==> config.mk <==
export PLATFORM = sky130hd
export DESIGN_NAME = branch_resolve_unit_flat
export DESIGN_NICKNAME = d
export VERILOG_FILES = /design/src/rtl/branch_resolve_unit_if.sv /design/src/rtl/branch_resolve_unit.sv /design/src/flat_wrapper.sv
export SDC_FILE = /design/constraint.sdc
export NUM_CORES = 1
export LEC_CHECK = 0
export ABC_AREA = 1
export CAP_MARGIN = 20
export CORE_ASPECT_RATIO = 1.5
export CORE_MARGIN = 4
export CORE_UTILIZATION = 40
export DETAILED_ROUTE_END_ITERATION = 8
export DONT_BUFFER_PORTS = 1
export HOLD_SLACK_MARGIN = 0.03
export PLACE_DENSITY = 0.5
export SLEW_MARGIN = 0
export SYNTH_ARGS = -nofsm -noshare
export SYNTH_HDL_FRONTEND = slang
export SYNTH_SLANG_ARGS = --single-unit
==> constraint.sdc <==
create_clock -name clk -period 14.3 [get_ports clk]
set_input_delay 2.145 -clock clk [delete_from_list [all_inputs] [get_ports clk]]
set_output_delay 2.145 -clock clk [all_outputs]
set_load 0.05 [all_outputs]
==> src/rtl/branch_resolve_unit_if.sv <==
// Branch resolve unit bus: prediction push, outcome resolution, redirect,
// predictor-update channel and queue status flags.
// master = pipeline side driving the unit, slave = branch_resolve_unit itself.
interface branch_resolve_unit_if #(
  parameter int IDX_W = 7
);
  // Decode-stage prediction push
  logic             push_valid;
  logic             push_taken;
  logic [IDX_W-1:0] push_index;
  logic [31:0]      push_target;
  logic [31:0]      push_fallthru;

  // Memory-stage resolution
  logic             res_valid;
  logic             res_ready;
  logic             res_taken;
  logic [31:0]      res_target;

  // Fetch redirect
  logic             redirect_valid;
  logic [31:0]      redirect_pc;

  // Predictor update channel
  logic             upd_valid;
  logic             upd_ready;
  logic [IDX_W-1:0] upd_index;
  logic             upd_taken;
  logic             upd_mispredict;

  // Status
  logic             q_full;
  logic             q_empty;
  logic             err_overflow;
  logic             err_underflow;

  modport master (
    output push_valid, push_taken, push_index, push_target, push_fallthru,
    output res_valid, res_taken, res_target,
    output upd_ready,
    input  res_ready,
    input  redirect_valid, redirect_pc,
    input  upd_valid, upd_index, upd_taken, upd_mispredict,
    input  q_full, q_empty, err_overflow, err_underflow
  );

  modport slave (
    input  push_valid, push_taken, push_index, push_target, push_fallthru,
    input  res_valid, res_taken, res_target,
    input  upd_ready,
    output res_ready,
    output redirect_valid, redirect_pc,
    output upd_valid, upd_index, upd_taken, upd_mispredict,
    output q_full, q_empty, err_overflow, err_underflow
  );
endinterface

==> src/rtl/branch_resolve_unit.sv <==
// Branch resolve unit: keeps in-flight predictions in FIFO order, checks each
// memory-stage outcome against the oldest prediction, flushes and redirects
// fetch on a mispredict, and buffers predictor-update records for the PHT.
module branch_resolve_unit #(
  parameter int DEPTH     = 4,
  parameter int IDX_W     = 7,
  parameter int UPD_DEPTH = 2
) (
  input  logic                 clk,
  input  logic                 rst,
  branch_resolve_unit_if.slave bus
);

  localparam int PTR_W  = $clog2(DEPTH);
  localparam int CNT_W  = $clog2(DEPTH) + 1;
  localparam int UPTR_W = (UPD_DEPTH > 1) ? $clog2(UPD_DEPTH) : 1;
  localparam int UCNT_W = $clog2(UPD_DEPTH) + 1;
  // Prediction entry layout: {taken, index, target, fallthru}
  localparam int ENT_W  = 1 + IDX_W + 32 + 32;
  // Update record layout: {index, taken, mispredict}
  localparam int UPD_W  = IDX_W + 2;

  typedef enum logic [0:0] {
    RUN     = 1'b0,
    RECOVER = 1'b1
  } state_t;

  // ------------------------------------------------------------------
  // State
  // ------------------------------------------------------------------
  state_t             state_reg;
  state_t             state_next;

  logic [ENT_W-1:0]   q_mem [DEPTH];
  logic [PTR_W-1:0]   q_wr_ptr_reg;
  logic [PTR_W-1:0]   q_rd_ptr_reg;
  logic [CNT_W-1:0]   q_count_reg;

  logic [UPD_W-1:0]   upd_mem [UPD_DEPTH];
  logic [UPTR_W-1:0]  upd_wr_ptr_reg;
  logic [UPTR_W-1:0]  upd_rd_ptr_reg;
  logic [UCNT_W-1:0]  upd_count_reg;

  logic [31:0]        redirect_pc_reg;
  logic               err_overflow_reg;
  logic               err_underflow_reg;

  // ------------------------------------------------------------------
  // Control decode
  // ------------------------------------------------------------------
  logic               in_run;
  logic               q_full;
  logic               q_empty;
  logic               upd_full;
  logic               upd_nonempty;
  logic               res_ready;
  logic               res_fire;
  logic               push_en;
  logic               push_drop;
  logic               pop;
  logic               underflow;
  logic               mispredict;
  logic               flush;
  logic               upd_wr;
  logic               upd_rd;
  logic               redirect_valid;

  logic               head_taken;
  logic [IDX_W-1:0]   head_index;
  logic [31:0]        head_target;
  logic [31:0]        head_fallthru;
  logic [UPD_W-1:0]   upd_head;

  assign in_run       = (state_reg == RUN);
  assign q_full       = (q_count_reg == CNT_W'(DEPTH));
  assign q_empty      = (q_count_reg == '0);
  assign upd_full     = (upd_count_reg == UCNT_W'(UPD_DEPTH));
  assign upd_nonempty = (upd_count_reg != '0);

  // Oldest unresolved prediction, read straight from the head slot
  assign {head_taken, head_index, head_target, head_fallthru} = q_mem[q_rd_ptr_reg];
  assign upd_head = upd_mem[upd_rd_ptr_reg];

  // Resolution handshake and queue operation decode for this cycle
  always_comb begin
    res_ready  = in_run && !upd_full;
    res_fire   = bus.res_valid && res_ready;
    underflow  = res_fire && q_empty;
    pop        = res_fire && !q_empty;
    // Pushes are only considered while running; in RECOVER they vanish
    push_en    = bus.push_valid && in_run && !q_full;
    push_drop  = bus.push_valid && in_run && q_full;
    mispredict = (bus.res_taken != head_taken) ||
                 (bus.res_taken && (bus.res_target != head_target));
    flush      = pop && mispredict;
    upd_wr     = pop;
    upd_rd     = upd_nonempty && bus.upd_ready;
  end

  // ------------------------------------------------------------------
  // FSM: one RECOVER cycle after every mispredicting pop
  // ------------------------------------------------------------------

  // State register
  always_ff @(posedge clk) begin
    if (rst) begin
      state_reg <= RUN;
    end else begin
      state_reg <= state_next;
    end
  end

  // Next-state and redirect strobe
  always_comb begin
    state_next     = state_reg;
    redirect_valid = 1'b0;
    case (state_reg)
      RUN: begin
        if (flush) begin
          state_next = RECOVER;
        end
      end
      RECOVER: begin
        redirect_valid = 1'b1;
        state_next     = RUN;
      end
      default: begin
        state_next = RUN;
      end
    endcase
  end

  // ------------------------------------------------------------------
  // Prediction queue storage: one slot per entry, loaded by write pointer
  // ------------------------------------------------------------------
  genvar gi;
  generate
    for (gi = 0; gi < DEPTH; gi++) begin : g_q_entry
      logic [ENT_W-1:0] entry_reg;

      // Capture the pushed prediction when this slot is the write target
      always_ff @(posedge clk) begin
        if (push_en && (q_wr_ptr_reg == PTR_W'(gi))) begin
          entry_reg <= {bus.push_taken, bus.push_index,
                        bus.push_target, bus.push_fallthru};
        end
      end

      assign q_mem[gi] = entry_reg;
    end
  endgenerate

  // Queue pointers and occupancy; a mispredict discards everything,
  // including a prediction pushed in the same cycle (it is on the wrong path)
  always_ff @(posedge clk) begin
    if (rst || flush) begin
      q_wr_ptr_reg <= '0;
      q_rd_ptr_reg <= '0;
      q_count_reg  <= '0;
    end else begin
      if (push_en) begin
        q_wr_ptr_reg <= (q_wr_ptr_reg == PTR_W'(DEPTH - 1)) ? '0 : q_wr_ptr_reg + 1'b1;
      end
      if (pop) begin
        q_rd_ptr_reg <= (q_rd_ptr_reg == PTR_W'(DEPTH - 1)) ? '0 : q_rd_ptr_reg + 1'b1;
      end
      case ({push_en, pop})
        2'b10:   q_count_reg <= q_count_reg + 1'b1;
        2'b01:   q_count_reg <= q_count_reg - 1'b1;
        default: q_count_reg <= q_count_reg;
      endcase
    end
  end

  // ------------------------------------------------------------------
  // Predictor-update buffer
  // ------------------------------------------------------------------
  generate
    for (gi = 0; gi < UPD_DEPTH; gi++) begin : g_upd_entry
      logic [UPD_W-1:0] rec_reg;

      // Record the resolved branch outcome when this slot is the write target
      always_ff @(posedge clk) begin
        if (upd_wr && (upd_wr_ptr_reg == UPTR_W'(gi))) begin
          rec_reg <= {head_index, bus.res_taken, mispredict};
        end
      end

      assign upd_mem[gi] = rec_reg;
    end
  endgenerate

  // Update buffer pointers and occupancy; write and drain may coincide
  always_ff @(posedge clk) begin
    if (rst) begin
      upd_wr_ptr_reg <= '0;
      upd_rd_ptr_reg <= '0;
      upd_count_reg  <= '0;
    end else begin
      if (upd_wr) begin
        upd_wr_ptr_reg <= (upd_wr_ptr_reg == UPTR_W'(UPD_DEPTH - 1)) ? '0 : upd_wr_ptr_reg + 1'b1;
      end
      if (upd_rd) begin
        upd_rd_ptr_reg <= (upd_rd_ptr_reg == UPTR_W'(UPD_DEPTH - 1)) ? '0 : upd_rd_ptr_reg + 1'b1;
      end
      case ({upd_wr, upd_rd})
        2'b10:   upd_count_reg <= upd_count_reg + 1'b1;
        2'b01:   upd_count_reg <= upd_count_reg - 1'b1;
        default: upd_count_reg <= upd_count_reg;
      endcase
    end
  end

  // ------------------------------------------------------------------
  // Redirect target and sticky error flags
  // ------------------------------------------------------------------

  // Corrected fetch PC captured at the mispredict edge, held otherwise
  always_ff @(posedge clk) begin
    if (rst) begin
      redirect_pc_reg <= '0;
    end else if (flush) begin
      redirect_pc_reg <= bus.res_taken ? bus.res_target : head_fallthru;
    end
  end

  // Error flags latch on the offending event and clear only on reset
  always_ff @(posedge clk) begin
    if (rst) begin
      err_overflow_reg  <= 1'b0;
      err_underflow_reg <= 1'b0;
    end else begin
      if (push_drop) begin
        err_overflow_reg <= 1'b1;
      end
      if (underflow) begin
        err_underflow_reg <= 1'b1;
      end
    end
  end

  // ------------------------------------------------------------------
  // Outputs
  // ------------------------------------------------------------------
  assign bus.res_ready      = res_ready;
  assign bus.redirect_valid = redirect_valid;
  assign bus.redirect_pc    = redirect_pc_reg;
  assign bus.upd_valid      = upd_nonempty;
  assign bus.upd_index      = upd_head[UPD_W-1:2];
  assign bus.upd_taken      = upd_head[1];
  assign bus.upd_mispredict = upd_head[0];
  assign bus.q_full         = q_full;
  assign bus.q_empty        = q_empty;
  assign bus.err_overflow   = err_overflow_reg;
  assign bus.err_underflow  = err_underflow_reg;

endmodule

==> src/flat_wrapper.sv <==
// flat-port wrapper written by rule: the top's interface ports become plain ports
module branch_resolve_unit_flat 
#(
  parameter int DEPTH     = 4,
  parameter int IDX_W     = 7,
  parameter int UPD_DEPTH = 2
)
  (clk, rst, bus_push_valid, bus_push_taken, bus_push_index, bus_push_target, bus_push_fallthru, bus_res_valid, bus_res_taken, bus_res_target, bus_upd_ready, bus_res_ready, bus_redirect_valid, bus_redirect_pc, bus_upd_valid, bus_upd_index, bus_upd_taken, bus_upd_mispredict, bus_q_full, bus_q_empty, bus_err_overflow, bus_err_underflow);
  branch_resolve_unit_if #(.IDX_W(IDX_W)) bus_i ();
  input  logic clk;
  input  logic rst;
  input wire logic [$bits(bus_i.push_valid)-1:0] bus_push_valid;
  input wire logic [$bits(bus_i.push_taken)-1:0] bus_push_taken;
  input wire logic [$bits(bus_i.push_index)-1:0] bus_push_index;
  input wire logic [$bits(bus_i.push_target)-1:0] bus_push_target;
  input wire logic [$bits(bus_i.push_fallthru)-1:0] bus_push_fallthru;
  input wire logic [$bits(bus_i.res_valid)-1:0] bus_res_valid;
  input wire logic [$bits(bus_i.res_taken)-1:0] bus_res_taken;
  input wire logic [$bits(bus_i.res_target)-1:0] bus_res_target;
  input wire logic [$bits(bus_i.upd_ready)-1:0] bus_upd_ready;
  output wire logic [$bits(bus_i.res_ready)-1:0] bus_res_ready;
  output wire logic [$bits(bus_i.redirect_valid)-1:0] bus_redirect_valid;
  output wire logic [$bits(bus_i.redirect_pc)-1:0] bus_redirect_pc;
  output wire logic [$bits(bus_i.upd_valid)-1:0] bus_upd_valid;
  output wire logic [$bits(bus_i.upd_index)-1:0] bus_upd_index;
  output wire logic [$bits(bus_i.upd_taken)-1:0] bus_upd_taken;
  output wire logic [$bits(bus_i.upd_mispredict)-1:0] bus_upd_mispredict;
  output wire logic [$bits(bus_i.q_full)-1:0] bus_q_full;
  output wire logic [$bits(bus_i.q_empty)-1:0] bus_q_empty;
  output wire logic [$bits(bus_i.err_overflow)-1:0] bus_err_overflow;
  output wire logic [$bits(bus_i.err_underflow)-1:0] bus_err_underflow;
  assign bus_i.push_valid = bus_push_valid;
  assign bus_i.push_taken = bus_push_taken;
  assign bus_i.push_index = bus_push_index;
  assign bus_i.push_target = bus_push_target;
  assign bus_i.push_fallthru = bus_push_fallthru;
  assign bus_i.res_valid = bus_res_valid;
  assign bus_i.res_taken = bus_res_taken;
  assign bus_i.res_target = bus_res_target;
  assign bus_i.upd_ready = bus_upd_ready;
  assign bus_res_ready = bus_i.res_ready;
  assign bus_redirect_valid = bus_i.redirect_valid;
  assign bus_redirect_pc = bus_i.redirect_pc;
  assign bus_upd_valid = bus_i.upd_valid;
  assign bus_upd_index = bus_i.upd_index;
  assign bus_upd_taken = bus_i.upd_taken;
  assign bus_upd_mispredict = bus_i.upd_mispredict;
  assign bus_q_full = bus_i.q_full;
  assign bus_q_empty = bus_i.q_empty;
  assign bus_err_overflow = bus_i.err_overflow;
  assign bus_err_underflow = bus_i.err_underflow;
  branch_resolve_unit #(.DEPTH(DEPTH), .IDX_W(IDX_W), .UPD_DEPTH(UPD_DEPTH)) u_core (.clk(clk), .rst(rst), .bus(bus_i));
endmodule
==> out/metrics.cfg <==
[global_route]
antenna_found_initial = 0
track_usage_pct = 18.25
grt_pass1_vias = 8743
grt_pass1_wl_mm = 53.79
grt_max_degree = 82
grt_overflow = 0

[sta]
hold_viol_final = 0
rsz0062_at_grt = false
period_minus_slack_ns = 4.085
final.period_utilization_pct = 28.56
drv_slew = 0
tightest_slew_ns = 1.089
tns_ns = 0
fmax_ghz = 0.2448
final-setup-viol-count = 0
relSlewSlack_pct = 26.97
fin_worst_skew_ns = 0.02145

[power_and_ir_drop]
vdd_drop_max_mv = 0.09967
p_per_area_nw_per_um2 = 207.4
power.leakage_nw = 5.801

[logic_synthesis]
synth_top_area_share_pct = 64.17
synth_most_common_cell = nand2_1
syn_inst = 1248
synth_top_flop_cell = edfxtp_1
synth_seq_cells = 352
syn-cell-area_um2 = 14320
synth_common_cells = 417 x nand2_1, 306 x edfxtp_1, 110 x nand3_1
synth-warning-count = 0
synth-seq-area-share_pct = 70.60
yosysTopAreaCell = edfxtp_1
synthesis.nets = 1366
synth-edff-count = 306
synth_area_per_cell_um2 = 11.47
netlist_top_cells_area = edfxtp_1 64%, nand2_1 11%, dfxtp_1 6.4%
async_flop_share_pct = 0
yosys.cell_types.count = 28

[clock_network]
cts_resized = 0
cts_hold_buf = 0
cts_sinks = 352
clock_latency_ns = 0.52
cts_setup_buffers = 0
cts_tree = done
ctsHtreeMaxLevel = 2
cts_root_buf = clkbuf_16
cts_made_buffers = 37
cts.path.max_buffers = 3
clk_pin_slew_ns = 0.06

[finish]
antenna_cells = 0
fin_util_pct = 44.85
multi_input_area_um2 = 3770
largest_reg_flops = 288
drive_gt1_share_pct = 5.821
seq_area_um2 = 10110
final.fill_count = 3279
finalInstanceArea_um2 = 15790
nets = 1349
area.growth.synth_to_final_pct = 10.28

[die]
ioPinCount = 158
rows = 84
coreArea_um2 = 35210
initial_utilization_pct = 40.67
fp.dieW_um = 162.5
die-area_um2 = 38950
die_h_um = 239.7

[worst_setup_path]
reg2regPathDepth = 17
start_kind = input pin
cp-end-kind = flop
timing.rr.start = u_core.q_rd_ptr_reg[0]
startpoint = bus_push_valid
cp.depth = 5
crit_type = in2reg
cpLargestDelayFamily = simple AND/OR/NAND/NOR gates
required_ns = 14.44
crit_path_top_delay_cell = buf_4
critPathMaxStageDelay_ns = 0.82
cp.buffers_inverters = 2
cp.arrival_ns = 4.23
crit_chain = inv_1 -> nor2_1 -> nand2_1 -> nor2_4 -> buf_4
critPathMaxFanout = 52

[outcome]
status = complete, no violations

[place]
post_dp_cell_area_um2 = 14710
hpwl_mm = 22.01
gp_congestion = 0.7323
port-buffer-count = 0

[drt]
wire_per_inst_um = 20.66
met1_length_mm = 14.38
wl_mm = 35.68
dr.max_layer_used = met4
wl_met2_mm = 17.93
drt_iter0_markers = 509
vias_per_cell = 5.127
ant_nets = 0
via_count = 8854
drt-pass1-iter-count = 4
post-route-drc-count = 0
met3_length_mm = 2.379

[worst_hold_path]
hold-path-cell-count = 2
hold_class = reg2reg
hold_start = u_core.upd_count_reg[1]

[job]
maxCapViolations = 0

[cells in the final DEF, fill, tap and decap left out, drive strengths merged, types with 6 or more instances in the layout]
cell and count:
nor2 55, o21ai 61, clkbuf 54, a21oi 42, inv 32, o22ai 7, nand3b 17, a32o 32
nand2 418, buf 15, edfxtp 306, clkinv 9, nand3 111, dfxtp 46, xor2 6, ha 7
nand4 32
[power by group]
group / internal (W) / leakage [nW] / total, W / switching [W]
sequential: 0.00132 / 3.18 / 0.00147 / 0.000146
combinational: 0.000264 / 2.10 / 0.000936 / 0.000671
clock: 0.000504 / 0.521 / 0.000872 / 0.000368
[worst reg2reg max path: stages (launching register included)]
cell,delay (ns)
dfxtp_4,0.48
inv_4,0.23
buf_4,0.66
buf_4,0.76
nand2_1,0.15
nand3_1,0.10
nand2_1,0.11
nand2_1,0.07
nand2_1,0.06
inv_1,0.07
nand3_1,0.13
nor2_1,0.18
nand2_1,0.06
nor2_1,0.09
nand2_1,0.10
nand3_4,0.35
nand2_2,0.21
nor2_1,0.14
[cell type report]
class	count	share of cell area, %
Tap cell	473	3.748
Clock buffer	53	6.371
Inverter	33	0.8082
Sequential cell	352	64.06
Multi-Input combinational cell	791	23.87
Timing Repair Buffer	16	0.7369
Clock inverter	9	0.4041
[path summary, 6_finish.rpt]
kind                                             to  slack [ns]
setup / recovery  u_core.g_q_entry[0].entry_reg[50]       10.22
hold / removal              u_core.upd_count_reg[1]        0.51
setup reg to reg              u_core.q_count_reg[1]       10.32
hold reg to reg             u_core.upd_count_reg[1]        0.51
[metrics by stage]
step	hold WS, ns	std cells	power, W	worst slack (ns)
after detailed placement	0.4905	1663	0.002449	9.635
after floorplan	0.4589	1248	0.002207	8.316
after global routing	0.5266	1727	0.003484	9.867
after global placement	0.4837	1663	0.002437	9.676
after CTS	0.5007	1725	0.003325	10.13
final	0.5086	1727	0.003275	10.22
[layer usage]
metal / GRT usage (%) / up-vias
met5: 0 / -
met2: 31.87 / 192
met3: 5.027 / 56
li1: - / 4360
met4: 5.822 / 0
met1: 21.88 / 4246
[logic make-up (layout without fill, tap and decap cells)]
logic type	Yosys count	after routing	share of synthesized area [%]
AND/OR/NAND/NOR	634	634	18.73
flip-flops	352	352	70.60
AO/OA/AOI/OAI	143	143	6.187
adder cells (fa/ha/maj)	8	8	0.7515
XOR/XNOR	6	6	0.3670
buffers and inverters	105	111	3.364
No activity file was read; power rests on OpenSTA's default activity.
